--- src/rtl/spi_burst_sequencer.sv ---
// spi_burst_sequencer
//   Drives the SPI transmit datapath from synchronized button events.
//   next_count_pe steps a value counter while idle. start_send_pe launches a
//   burst of BURST_LEN words (count, count+1, ...) over a valid/ready handshake.
//   Each word must be reported shifted out (spi_done) before the next one is
//   issued, with GAP_CYC idle cycles between words.
//
// Ports
//   clk_100        system clock
//   a_rst_n        asynchronous active-low reset
//   s_rst          synchronous clear, active-high, overrides everything else
//   next_count_pe  1-cycle pulse: increment counter (only honoured while idle)
//   start_send_pe  1-cycle pulse: start a burst (only honoured while idle)
//   tx_ready       SPI core accepts the word on tx_data
//   spi_done       1-cycle pulse: current word has been shifted out
//   tx_valid       tx_data holds a word to transmit
//   tx_data        word to transmit; holds its last value when tx_valid=0
//   count          current counter value
//   busy           sequencer is not idle (registered)
//   err_timeout    sticky: a word was not completed within TIMEOUT cycles
//   burst_cnt      completed bursts, wraps at 16 bits
module spi_burst_sequencer #(
  parameter int DATA_W    = 8,
  parameter int BURST_LEN = 4,
  parameter int GAP_CYC   = 2,
  parameter int TIMEOUT   = 1024
) (
  input  logic              clk_100,
  input  logic              a_rst_n,
  input  logic              s_rst,
  input  logic              next_count_pe,
  input  logic              start_send_pe,
  input  logic              tx_ready,
  input  logic              spi_done,
  output logic              tx_valid,
  output logic [DATA_W-1:0] tx_data,
  output logic [DATA_W-1:0] count,
  output logic              busy,
  output logic              err_timeout,
  output logic [15:0]       burst_cnt
);

  localparam int IW = (BURST_LEN > 1) ? $clog2(BURST_LEN) : 1;
  localparam int GW = (GAP_CYC > 1) ? $clog2(GAP_CYC) : 1;
  localparam int TW = $clog2(TIMEOUT);

  localparam logic [IW-1:0] IDX_LAST = IW'(BURST_LEN - 1);
  localparam logic [GW-1:0] GAP_LAST = GW'((GAP_CYC > 0) ? GAP_CYC - 1 : 0);
  localparam logic [TW-1:0] TMO_LAST = TW'(TIMEOUT - 1);

  typedef enum logic [1:0] {IDLE, SEND, WAIT_DONE, GAP} state_t;

  state_t            state, state_n;
  logic [DATA_W-1:0] base, base_n;
  logic [IW-1:0]     idx, idx_n;
  logic [TW-1:0]     tmo;
  logic [GW-1:0]     gap_cnt;
  logic              cnt_inc, burst_inc, tmo_hit;

  // next-state / control
  always_comb begin
    state_n   = state;
    base_n    = base;
    idx_n     = idx;
    cnt_inc   = 1'b0;
    burst_inc = 1'b0;
    tmo_hit   = 1'b0;
    case (state)
      IDLE: begin
        cnt_inc = next_count_pe;
        if (start_send_pe) begin
          // base takes the pre-increment value if both pulses coincide
          base_n  = count;
          idx_n   = '0;
          state_n = SEND;
        end
      end
      SEND: begin
        if (tx_valid && tx_ready) state_n = WAIT_DONE;
      end
      WAIT_DONE: begin
        if (spi_done) begin
          if (idx == IDX_LAST) begin
            state_n   = IDLE;
            burst_inc = 1'b1;
          end else begin
            idx_n   = idx + 1'b1;
            state_n = (GAP_CYC == 0) ? SEND : GAP;
          end
        end else if (tmo == TMO_LAST) begin
          tmo_hit = 1'b1;
          state_n = IDLE;
        end
      end
      GAP: begin
        if (gap_cnt == GAP_LAST) state_n = SEND;
      end
      default: state_n = IDLE;
    endcase
  end

  always_ff @(posedge clk_100 or negedge a_rst_n) begin
    if (!a_rst_n) begin
      state       <= IDLE;
      base        <= '0;
      idx         <= '0;
      tmo         <= '0;
      gap_cnt     <= '0;
      count       <= '0;
      tx_valid    <= 1'b0;
      tx_data     <= '0;
      busy        <= 1'b0;
      err_timeout <= 1'b0;
      burst_cnt   <= '0;
    end else if (s_rst) begin
      state       <= IDLE;
      base        <= '0;
      idx         <= '0;
      tmo         <= '0;
      gap_cnt     <= '0;
      count       <= '0;
      tx_valid    <= 1'b0;
      tx_data     <= '0;
      busy        <= 1'b0;
      err_timeout <= 1'b0;
      burst_cnt   <= '0;
    end else begin
      state <= state_n;
      base  <= base_n;
      idx   <= idx_n;
      if (cnt_inc) count <= count + 1'b1;
      // Both counters run only inside their state, so they read zero on entry.
      tmo     <= (state == WAIT_DONE) ? tmo + 1'b1 : '0;
      gap_cnt <= (state == GAP) ? gap_cnt + 1'b1 : '0;
      // Outputs are registered off the next state so they line up with it.
      tx_valid <= (state_n == SEND);
      busy     <= (state_n != IDLE);
      // Load the word only on entry to SEND so it stays stable under backpressure.
      if (state_n == SEND && state != SEND) tx_data <= base_n + DATA_W'(idx_n);
      if (tmo_hit)   err_timeout <= 1'b1;
      if (burst_inc) burst_cnt   <= burst_cnt + 1'b1;
    end
  end

endmodule

--- config.mk ---
export PLATFORM = sky130hd
export DESIGN_NAME = spi_burst_sequencer
export DESIGN_NICKNAME = d
export VERILOG_FILES = /design/src/rtl/spi_burst_sequencer.sv
export SDC_FILE = /design/constraint.sdc
export NUM_CORES = 1
export LEC_CHECK = 0
export ABC_AREA = 1
export CORE_UTILIZATION = 50
export DETAILED_ROUTE_END_ITERATION = 12
export GPL_ROUTABILITY_DRIVEN = 0
export PLACE_DENSITY = 0.74
export SLEW_MARGIN = 0
export SYNTH_ARGS = -nofsm -noshare
export SYNTH_HDL_FRONTEND = slang
export SYNTH_SLANG_ARGS = --single-unit
--- constraint.sdc ---
create_clock -name clk_100 -period 3.45 [get_ports clk_100]
set_clock_uncertainty 0.15 [all_clocks]
set_input_delay 0.69 -clock clk_100 [delete_from_list [all_inputs] [get_ports clk_100]]
set_output_delay 0.69 -clock clk_100 [all_outputs]
set_load 0.05 [all_outputs]
==> flow_summary.json, run 1 <==
{
  "track_usage": 0.234,
  "synth_enable_flop_cells": 0,
  "post-synth-top-count-cell": "sky130_fd_sc_hd__nand2_1",
  "internal_power_mw": 1.12,
  "route.vias.total": 2652,
  "die-height_um": 80.6,
  "ant_nets": 0,
  "synthDominantAreaCellType": "sky130_fd_sc_hd__dfrtp_1",
  "boundaryPins": 42,
  "synthSimpleGateAreaFrac": 0.340,
  "design.core.area_um2": 5960,
  "crit_chain": "clkdlybuf4s50_1 -> nand2_4 -> inv_1 -> or2_2 -> o21ai_0 -> inv_1 -> ha_1 -> fa_1 -> nand3_2 -> nor2_2 -> nand3_1 -> nand2_1 -> nand3_1 -> nand2_1",
  "critPathArrivalTime_ps": 2930,
  "area_growth_pct": 21.7,
  "r2r_end": "tx_data[6]",
  "timing.critical_path.depth": 14,
  "layout.filler_cells": 540,
  "worst_slew_margin_rel": 0.653,
  "share_of_post_route_cells_with_drive_strength_above_1": 0.109,
  "cts_inserted_buffers": 9,
  "drt_first_iter_violations": 146,
  "syn_area_per_cell_um2": 7.97,
  "worstPathMaxFanout": 10,
  "unique_masters_post_synth": 38,
  "yosysSeqAreaShare": 0.470,
  "power.share.combinational": 0.162,
  "critical_path_origin": "start_send_pe",
  "cts_tree": "yes",
  "timing.setup.critical_path_class": "primary input to flip-flop",
  "ys_seq_elements": 58,
  "ff2ff_path_depth": 14,
  "async_reset_ff_frac": 1.00,
  "synthXorXnorAreaFrac": 0,
  "crit_path_end_kind": "flip-flop",
  "synthesized_area_fraction_occupied_by_adder_cells": 0.0267,
  "port_bufs": 41,
  "synth_top_cells_by_count": "sky130_fd_sc_hd__nand2_1 (83), sky130_fd_sc_hd__dfrtp_1 (58), sky130_fd_sc_hd__inv_1 (55)",
  "finalHoldViolCount": 0,
  "setup-tns-final_ps": 0,
  "avgViaCountPerCell": 5.14,
  "reg2reg_from": "state[0]",
  "grt_remaining_overflow": 0,
  "fp.dieArea_um2": 6500,
  "max-cap-violations": 0,
  "wire_per_inst_um": 12.7,
  "max-vdd-ir-drop_uv": 256,
  "post_cts_buffers": 0,
  "worstSkewPairLatency_ps": 340,
  "total_switching_power_uw": 463,
  "setup_viol_count_final": 0,
  "grt_setup_unrepaired": "false",
  "critical_path_required_ps": 3530,
  "first_pass_iters": 4,
  "synthDominantCellAreaShare": 0.470,
  "result_of_the_run": "finished, final reports clean",
  "synthCells": 388,
  "achievable-frequency_ghz": 0.351,
  "power.share.switching": 0.293,
  "critical_path.startpoint_type": "primary input",
  "power-per-cell-area_nw_per_um2": 420,
  "antenna_violations_before_repair": 0,
  "cts_resized": 0,
  "clock_tree_root": "sky130_fd_sc_hd__clkbuf_8",
  "timing.critical_path.slowest_stage_cell": "sky130_fd_sc_hd__clkdlybuf4s50_1",
  "clock-sinks": 58,
  "synthesized_area_fraction_occupied_by_ao_oa_aoi_and_oai_cells": 0.0794,
  "clock_power_share": 0.380,
  "number_of_levels_in_the_clock_h_tree": 3,
  "maximum_number_of_pins_on_one_net_before_global_route_repair": 37,
  "dieWidth_um": 80.6,
  "synth_fp_nets": 401,
  "synth_warnings": 0,
  "path_buf_inv": 3,
  "clock_transition_at_path_regs_ps": 70,
  "worstHoldPathType": "primary input to asynchronous set/reset pin",
  "antenna_cells_inserted": 0,
  "dpl.hpwl_um": 4590,
  "max_stage_delay_ps": 470,
  "num_rows": 28,
  "pwr-share-seq": 0.459,
  "critPathTopFamily": "simple AND/OR/NAND/NOR gates",
  "cts_hold_buf": 0,
  "final_period_minus_worst_setup_slack_ps": 2850,
  "grt_first_pass_wirelength_um": 11500,
  "leakagePower_nw": 1.80,
  "synth_top_family_by_area": "simple AND/OR/NAND/NOR gates",
  "first_global_vias": 2595,
  "timing.final.crit_share": 0.825,
  "floorplan.initialDensity": 0.519,
  "max_slew.worst_pin.slew_ps": 519,
  "postSynth.topFlopCell": "sky130_fd_sc_hd__dfrtp_1",
  "total_power_consumption_of_the_routed_design_mw": 1.58,
  "cts_max_path_buffers": 2,
  "drc_errors": 0,
  "synth.cell_area_um2": 3090,
  "layout.nets": 450,
  "drt-total-wl_um": 6560,
  "final-max-slew-violation-count": 0,
  "synth.mux.area_fraction": 0,
  "post-route-util": 0.632,
  "yosys-top-cells-area": "sky130_fd_sc_hd__dfrtp_1 (47%), sky130_fd_sc_hd__nand2_1 (10%), sky130_fd_sc_hd__inv_1 (6.7%)",
  "reg2reg_setup_slack_ps": 860
}
cell usage in the layout, fill, tap and decap left out, drive strengths merged, types with 2 or more instances in the layout:
cell type      count
a211oi             2
a21oi             16
a31oi              5
buf                4
clkbuf            13
clkdlybuf4s50     40
clkinv             2
dfrtp             58
ha                 5
inv               58
nand2             91
nand3             36
nand4             10
nor2              54
nor3              18
nor3b              3
o21ai             16
or2                3
cell type report:
type	count	area, um^2	area share
Tap cell	75	93.8	0.0249
Clock inverter	2	10.0	0.00266
Multi-Input combinational cell	266	1380	0.367
Clock buffer	13	179	0.0476
Timing Repair Buffer	44	428	0.114
Sequential cell	58	1450	0.386
Inverter	58	220	0.0585
registers in the layout (all words and copies together), names as in the netlist:
| name | flops |
|---|---|
| burst_cnt | 16 |
| err_timeout | 1 |
| tmo | 10 |
| idx | 2 |
| state | 2 |
| base | 8 |
| busy | 1 |
| tx_valid | 1 |
| count | 8 |
| tx_data | 8 |
| gap_cnt | 1 |
layer usage:
layer / track usage / up-vias / share of wire
li1: - / 1358 / -
met1: 0.284 / 1232 / 0.46
met2: 0.396 / 54 / 0.48
met3: 0.0443 / 8 / 0.040
met4: 0.111 / 0 / 0.014
met5: 0 / - / 0
cell families after synthesis:
logic type | count (synthesis)
adder cells (fa/ha/maj) | 6
flip-flops | 58
AND/OR/NAND/NOR | 217
buffers and inverters | 64
AO/OA/AOI/OAI | 43
worst max path at each step:
stage,endpoint
floorplan,tx_data[4]
global placement,tx_data[4]
detailed placement,tx_data[6]
CTS,tx_data[6]
global route,tx_data[4]
finish,tx_data[6]
power by group through the flow:
| stage | combinational, mW | clock (mW) | sequential (mW) |
|---|---|---|---|
| after floorplan | 0.115 | 0 | 0.792 |
| after global placement | 0.253 | 0 | 0.737 |
| after detailed placement | 0.257 | 0 | 0.737 |
| after CTS | 0.258 | 0.609 | 0.724 |
| after global routing | 0.284 | 0.638 | 0.727 |
| final | 0.255 | 0.600 | 0.724 |
per-stage QoR:
| step | instance area (um^2) | setup WS (ps) | hold slack, ps | cells |
|---|---|---|---|---|
| final | 3760 | 604 | 164 | 516 |
| after global routing | 3760 | 392 | 206 | 516 |
| after CTS | 3760 | 606 | 173 | 516 |
| after detailed placement | 3570 | 247 | 303 | 501 |
| after global placement | 3570 | 331 | 304 | 501 |
| after floorplan | 3090 | 735 | 244 | 388 |
Power figures use the tool's default switching activity.
==> run 2, diff against run 1 <==
Settings changed: PLACE_DENSITY 0.74 to 0.77.
Clock period 3.45 ns to 2.53 ns, I/O delays scaled along.
==> flow_summary.json, run 2 (synthesis gave the netlist of run 1 again) <==
{
  "worstHoldPathType": "primary input to asynchronous set/reset pin",
  "timing.final.crit_share": 0.915,
  "final_cell_area_um2": 3940,
  "ant_nets": 0,
  "area_growth_pct": 27.4,
  "critPathTopFamily": "buffers and inverters",
  "route.vias.total": 2760,
  "design.core.area_um2": 5960,
  "biggest_regs": "burst_cnt x16, tmo x10",
  "critical_path_required_ps": 1870,
  "drt-total-wl_um": 6580,
  "fp.dieArea_um2": 6500,
  "grt_setup_unrepaired": "false",
  "clock_tree_root": "sky130_fd_sc_hd__clkbuf_8",
  "cts_inserted_buffers": 9,
  "cts_resized": 0,
  "first_pass_iters": 4,
  "max-vdd-ir-drop_uv": 304,
  "worstPathMaxFanout": 6,
  "most_frequent_cells_in_the_layout": "sky130_fd_sc_hd__nand2_1 (83), sky130_fd_sc_hd__dfrtp_1 (57), sky130_fd_sc_hd__inv_1 (55), sky130_fd_sc_hd__nor2_1 (47), sky130_fd_sc_hd__clkdlybuf4s50_1 (39)",
  "timing.critical_path.slowest_stage_cell": "sky130_fd_sc_hd__clkdlybuf4s50_1",
  "max_slew.worst_pin.slew_ps": 501,
  "maximum_number_of_pins_on_one_net_before_global_route_repair": 59,
  "floorplan.initialDensity": 0.519,
  "share_of_post_route_cells_with_drive_strength_above_1": 0.145,
  "hold-worst-slack_ps": 2.82,
  "first_global_vias": 2656,
  "setup_viol_count_final": 0,
  "path_buf_inv": 1,
  "timing.setup.critical_path_class": "flip-flop to output pin",
  "max-cap-violations": 0,
  "final-max-slew-violation-count": 0,
  "layout.nets": 462,
  "port_bufs": 41,
  "finalHoldViolCount": 0,
  "result_of_the_run": "finished, final reports clean",
  "ff2ff_path_depth": 14,
  "boundaryPins": 42,
  "postPlaceCellArea_um2": 3680,
  "worstSkewPairLatency_ps": 340,
  "grt_remaining_overflow": 0,
  "post_cts_buffers": 0,
  "regMostFlops": "burst_cnt",
  "dieWidth_um": 80.6,
  "achievable-frequency_ghz": 0.432,
  "layout.filler_cells": 521,
  "critical_path.startpoint_type": "flip-flop",
  "track_usage": 0.230,
  "avgViaCountPerCell": 5.22,
  "timing.critical_path.depth": 1,
  "cts_hold_buf": 0,
  "largest_register_ff_count": 16,
  "drt_first_iter_violations": 166,
  "final_period_minus_worst_setup_slack_ps": 2320,
  "clock_transition_at_path_regs_ps": 70,
  "power-per-cell-area_nw_per_um2": 604,
  "grt_first_pass_wirelength_um": 11300,
  "drc_errors": 0,
  "leakagePower_nw": 1.89,
  "worst_slew_margin_rel": 0.665,
  "max_stage_delay_ps": 850,
  "crit_path_end_kind": "output pin",
  "antenna_cells_inserted": 0,
  "leading_cell_type_in_the_layout_fill_and_taps_excluded": "sky130_fd_sc_hd__nand2_1",
  "num_rows": 28,
  "crit_chain": "clkdlybuf4s50_1",
  "total_power_consumption_of_the_routed_design_mw": 2.38,
  "die-height_um": 80.6,
  "cts_tree": "yes",
  "number_of_levels_in_the_clock_h_tree": 3,
  "antenna_violations_before_repair": 0,
  "setup-tns-final_ps": 0,
  "clock-sinks": 58,
  "cts_max_path_buffers": 2,
  "wire_per_inst_um": 12.4,
  "dpl.hpwl_um": 4710,
  "critPathArrivalTime_ps": 1660
}
[run 2: cell count changes in the layout (fill, tap and decap cells not counted), sizes merged]
cell           delta
clkbuf            -1
clkinvlp          +1
clkdlybuf4s50     -1
clkinv            -1
bufinv            +2
buf              +12
dlymetal6s2s      +1
[run 2: power breakdown]
| part | leakage (nW) | switching (mW) | internal (mW) |
|---|---|---|---|
| Clock | 0.119 | 0.382 | 0.634 |
| Combinational | 0.981 | 0.250 | 0.123 |
| Sequential | 0.795 | 0.0249 | 0.964 |
[run 2: worst paths after layout]
| kind | start | endpoint | slack (ps) |
|---|---|---|---|
| max in group asynchronous | a_rst_n | state[0] | 1960 |
| min in group clk_100 | tmo[0] | tmo[0] | 310 |
| min | a_rst_n | tmo[6] | 3 |
| min reg2reg | tmo[0] | tmo[0] | 310 |
| max | burst_cnt[9] | burst_cnt[9] | 210 |
| max reg2reg | state[0] | tx_data[7] | 260 |
[run 2: cell type report]
class                   instances  area, um^2  area share
multi-input cells             266        1400       0.355
inverters                      58         220      0.0559
flip-flops and latches         58        1450       0.369
clock buffers                  12         165      0.0420
well taps                      75        93.8      0.0238
clock inverters                 4        72.6      0.0184
repair buffers                 56         533       0.135
[run 2: per-layer routing]
layer | GRT usage | routed length (um)
met4 | 0.0679 | 34
met5 | 0 | 0
met3 | 0.0636 | 246
met1 | 0.272 | 3000
met2 | 0.403 | 3300
[run 2: metrics by stage]
step           setup WS [ps]   util  cells
2_1_floorplan           11.3      -    388
3_3_place_gp            -275  0.617    513
3_5_place_dp            -320  0.617    513
4_1_cts                 23.6  0.657    529
5_1_grt                 49.7  0.661    529
6_report                 214  0.661    529
==> run 3, diff against run 2 <==
Settings changed: HOLD_SLACK_MARGIN from default to 0.12.
==> flow_summary.json, run 3 (synthesis gave the netlist of run 1 again) <==
{
  "result_of_the_run": "finished, final reports clean",
  "place_ws_ps": -320,
  "layout.nets": 463,
  "timing.final.crit_share": 0.917,
  "num_rows": 28,
  "antenna_cells_inserted": 0,
  "worst_hold_path_cells": 1,
  "drt_first_iter_violations": 146,
  "port_bufs": 41,
  "max_stage_delay_ps": 850,
  "boundaryPins": 42,
  "critical_path_required_ps": 1870,
  "final_cell_area_um2": 3950,
  "clock_tree_root": "sky130_fd_sc_hd__clkbuf_8",
  "cts_tree": "yes",
  "power-per-cell-area_nw_per_um2": 604,
  "achievable-frequency_ghz": 0.431,
  "ff2ff_path_depth": 14,
  "worstSkewPairLatency_ps": 340,
  "r2r_end": "tx_data[7]",
  "dpl.hpwl_um": 4710,
  "leakagePower_nw": 1.90,
  "floorplan.initialDensity": 0.519,
  "hold_end": "tmo[0]",
  "setup_ws_ps": 209,
  "finalHoldViolCount": 0,
  "layout.filler_cells": 520,
  "grt_setup_unrepaired": "false",
  "pwr-share-seq": 0.415,
  "drc_errors": 0,
  "fp.dieArea_um2": 6500,
  "cts_inserted_buffers": 9,
  "area_growth_pct": 27.7,
  "hp-start": "tmo[0]",
  "internal_power_mw": 1.72,
  "regMostFlops": "burst_cnt",
  "design.core.area_um2": 5960,
  "clock_power_share": 0.428,
  "most_frequent_cells_in_the_layout": "sky130_fd_sc_hd__nand2_1 (83), sky130_fd_sc_hd__dfrtp_1 (57), sky130_fd_sc_hd__inv_1 (55), sky130_fd_sc_hd__nor2_1 (47), sky130_fd_sc_hd__clkdlybuf4s50_1 (39)",
  "max_slew.worst_pin.slew_ps": 501,
  "critPathTopFamily": "buffers and inverters",
  "route.vias.total": 2764,
  "crit_path_end_kind": "output pin",
  "reg2reg_from": "state[0]",
  "setup_viol_count_final": 0,
  "reg2reg_setup_slack_ps": 260,
  "track_usage": 0.230,
  "total_power_consumption_of_the_routed_design_mw": 2.38,
  "drt-total-wl_um": 6600,
  "total_switching_power_uw": 661,
  "crit_chain": "clkdlybuf4s50_1",
  "wire_per_inst_um": 12.5,
  "first_global_vias": 2656,
  "timing.critical_path.slowest_stage_cell": "sky130_fd_sc_hd__clkdlybuf4s50_1",
  "leading_cell_type_in_the_layout_fill_and_taps_excluded": "sky130_fd_sc_hd__nand2_1",
  "critPathArrivalTime_ps": 1660,
  "timing.setup.critical_path_class": "flip-flop to output pin",
  "worstHoldPathType": "flip-flop to flip-flop",
  "worstPathMaxFanout": 6,
  "grt_first_pass_wirelength_um": 11300,
  "largest_register_ff_count": 16,
  "clock-sinks": 58,
  "avgViaCountPerCell": 5.22,
  "post-route-util": 0.663,
  "worst_slew_margin_rel": 0.665,
  "critical_path.startpoint_type": "flip-flop",
  "grt_remaining_overflow": 0,
  "ff_latch_area_um2": 1450,
  "post_cts_buffers": 0,
  "antenna_violations_before_repair": 0,
  "number_of_levels_in_the_clock_h_tree": 3,
  "final-max-slew-violation-count": 0,
  "power.share.switching": 0.277,
  "biggest_regs": "burst_cnt x16, tmo x10",
  "share_of_post_route_cells_with_drive_strength_above_1": 0.145,
  "dieWidth_um": 80.6,
  "postPlaceCellArea_um2": 3680,
  "max-vdd-ir-drop_uv": 308,
  "final_period_minus_worst_setup_slack_ps": 2320,
  "maximum_number_of_pins_on_one_net_before_global_route_repair": 59,
  "die-height_um": 80.6,
  "cts_max_path_buffers": 2,
  "ant_nets": 0,
  "max-cap-violations": 0,
  "power.share.combinational": 0.157,
  "first_pass_iters": 4,
  "multiInputGateArea_um2": 1400,
  "clock_transition_at_path_regs_ps": 70,
  "path_buf_inv": 1
}
run 3: changes by cell type in the layout (fill, tap and decap cells not counted):
cell                            before  now
sky130_fd_sc_hd__dlygate4sd3_1       0    1
run 3: worst max path at each step:
| stage | start | endpoint | slack (ps) | cells past startpoint |
|---|---|---|---|---|
| 6_report | burst_cnt[9] | burst_cnt[9] | 210 | 1 |
| 5_1_grt | state[0] | tx_data[5] | 50 | 14 |
| 4_1_cts | start_send_pe | tx_data[4] | 20 | 14 |
| 3_5_place_dp | start_send_pe | tx_data[4] | -320 | 14 |
| 3_3_place_gp | start_send_pe | tx_data[4] | -280 | 14 |
| 2_1_floorplan | start_send_pe | tx_data[4] | 10 | 14 |
run 3: cell type report:
cell class                 instances  area share
clock buffer                      12      0.0419
clock inverter                     4      0.0184
inverter                          58      0.0558
multi-input combinational        266       0.354
sequential                        58       0.368
tap                               75      0.0238
timing repair buffer              57       0.138
run 3: power groups by stage:
stage,Combinational (mW),Sequential (mW),Clock (mW)
6_report,0.374,0.989,1.02
4_1_cts,0.373,0.988,1.03
3_5_place_dp,0.371,1.00,0
3_3_place_gp,0.364,1.00,0
5_1_grt,0.414,0.992,1.07
2_1_floorplan,0.157,1.08,0
run 3: per-stage QoR:
stage	hold slack (ps)	instances	TNS, ps
after floorplan	60.4	388	0
after global placement	295	513	-1360
after detailed placement	304	513	-1790
after CTS	313	530	0
after global routing	327	530	0
final	310	530	0
run 3: layer usage:
layer	vias up	share of wire	routed length, um	global-route usage
li1	1384	-	-	-
met1	1326	0.45	2990	0.272
met2	46	0.50	3320	0.403
met3	8	0.034	226	0.0636
met4	0	0.0098	65	0.0679
met5	-	0	0	0
run 3: repair_timing:
action                                  4_1_cts  5_1_grt
endpoints found under the setup margin        0        6
resized for setup                             0        9
endpoints found under the hold margin        58        0
hold buffers                                  1        0
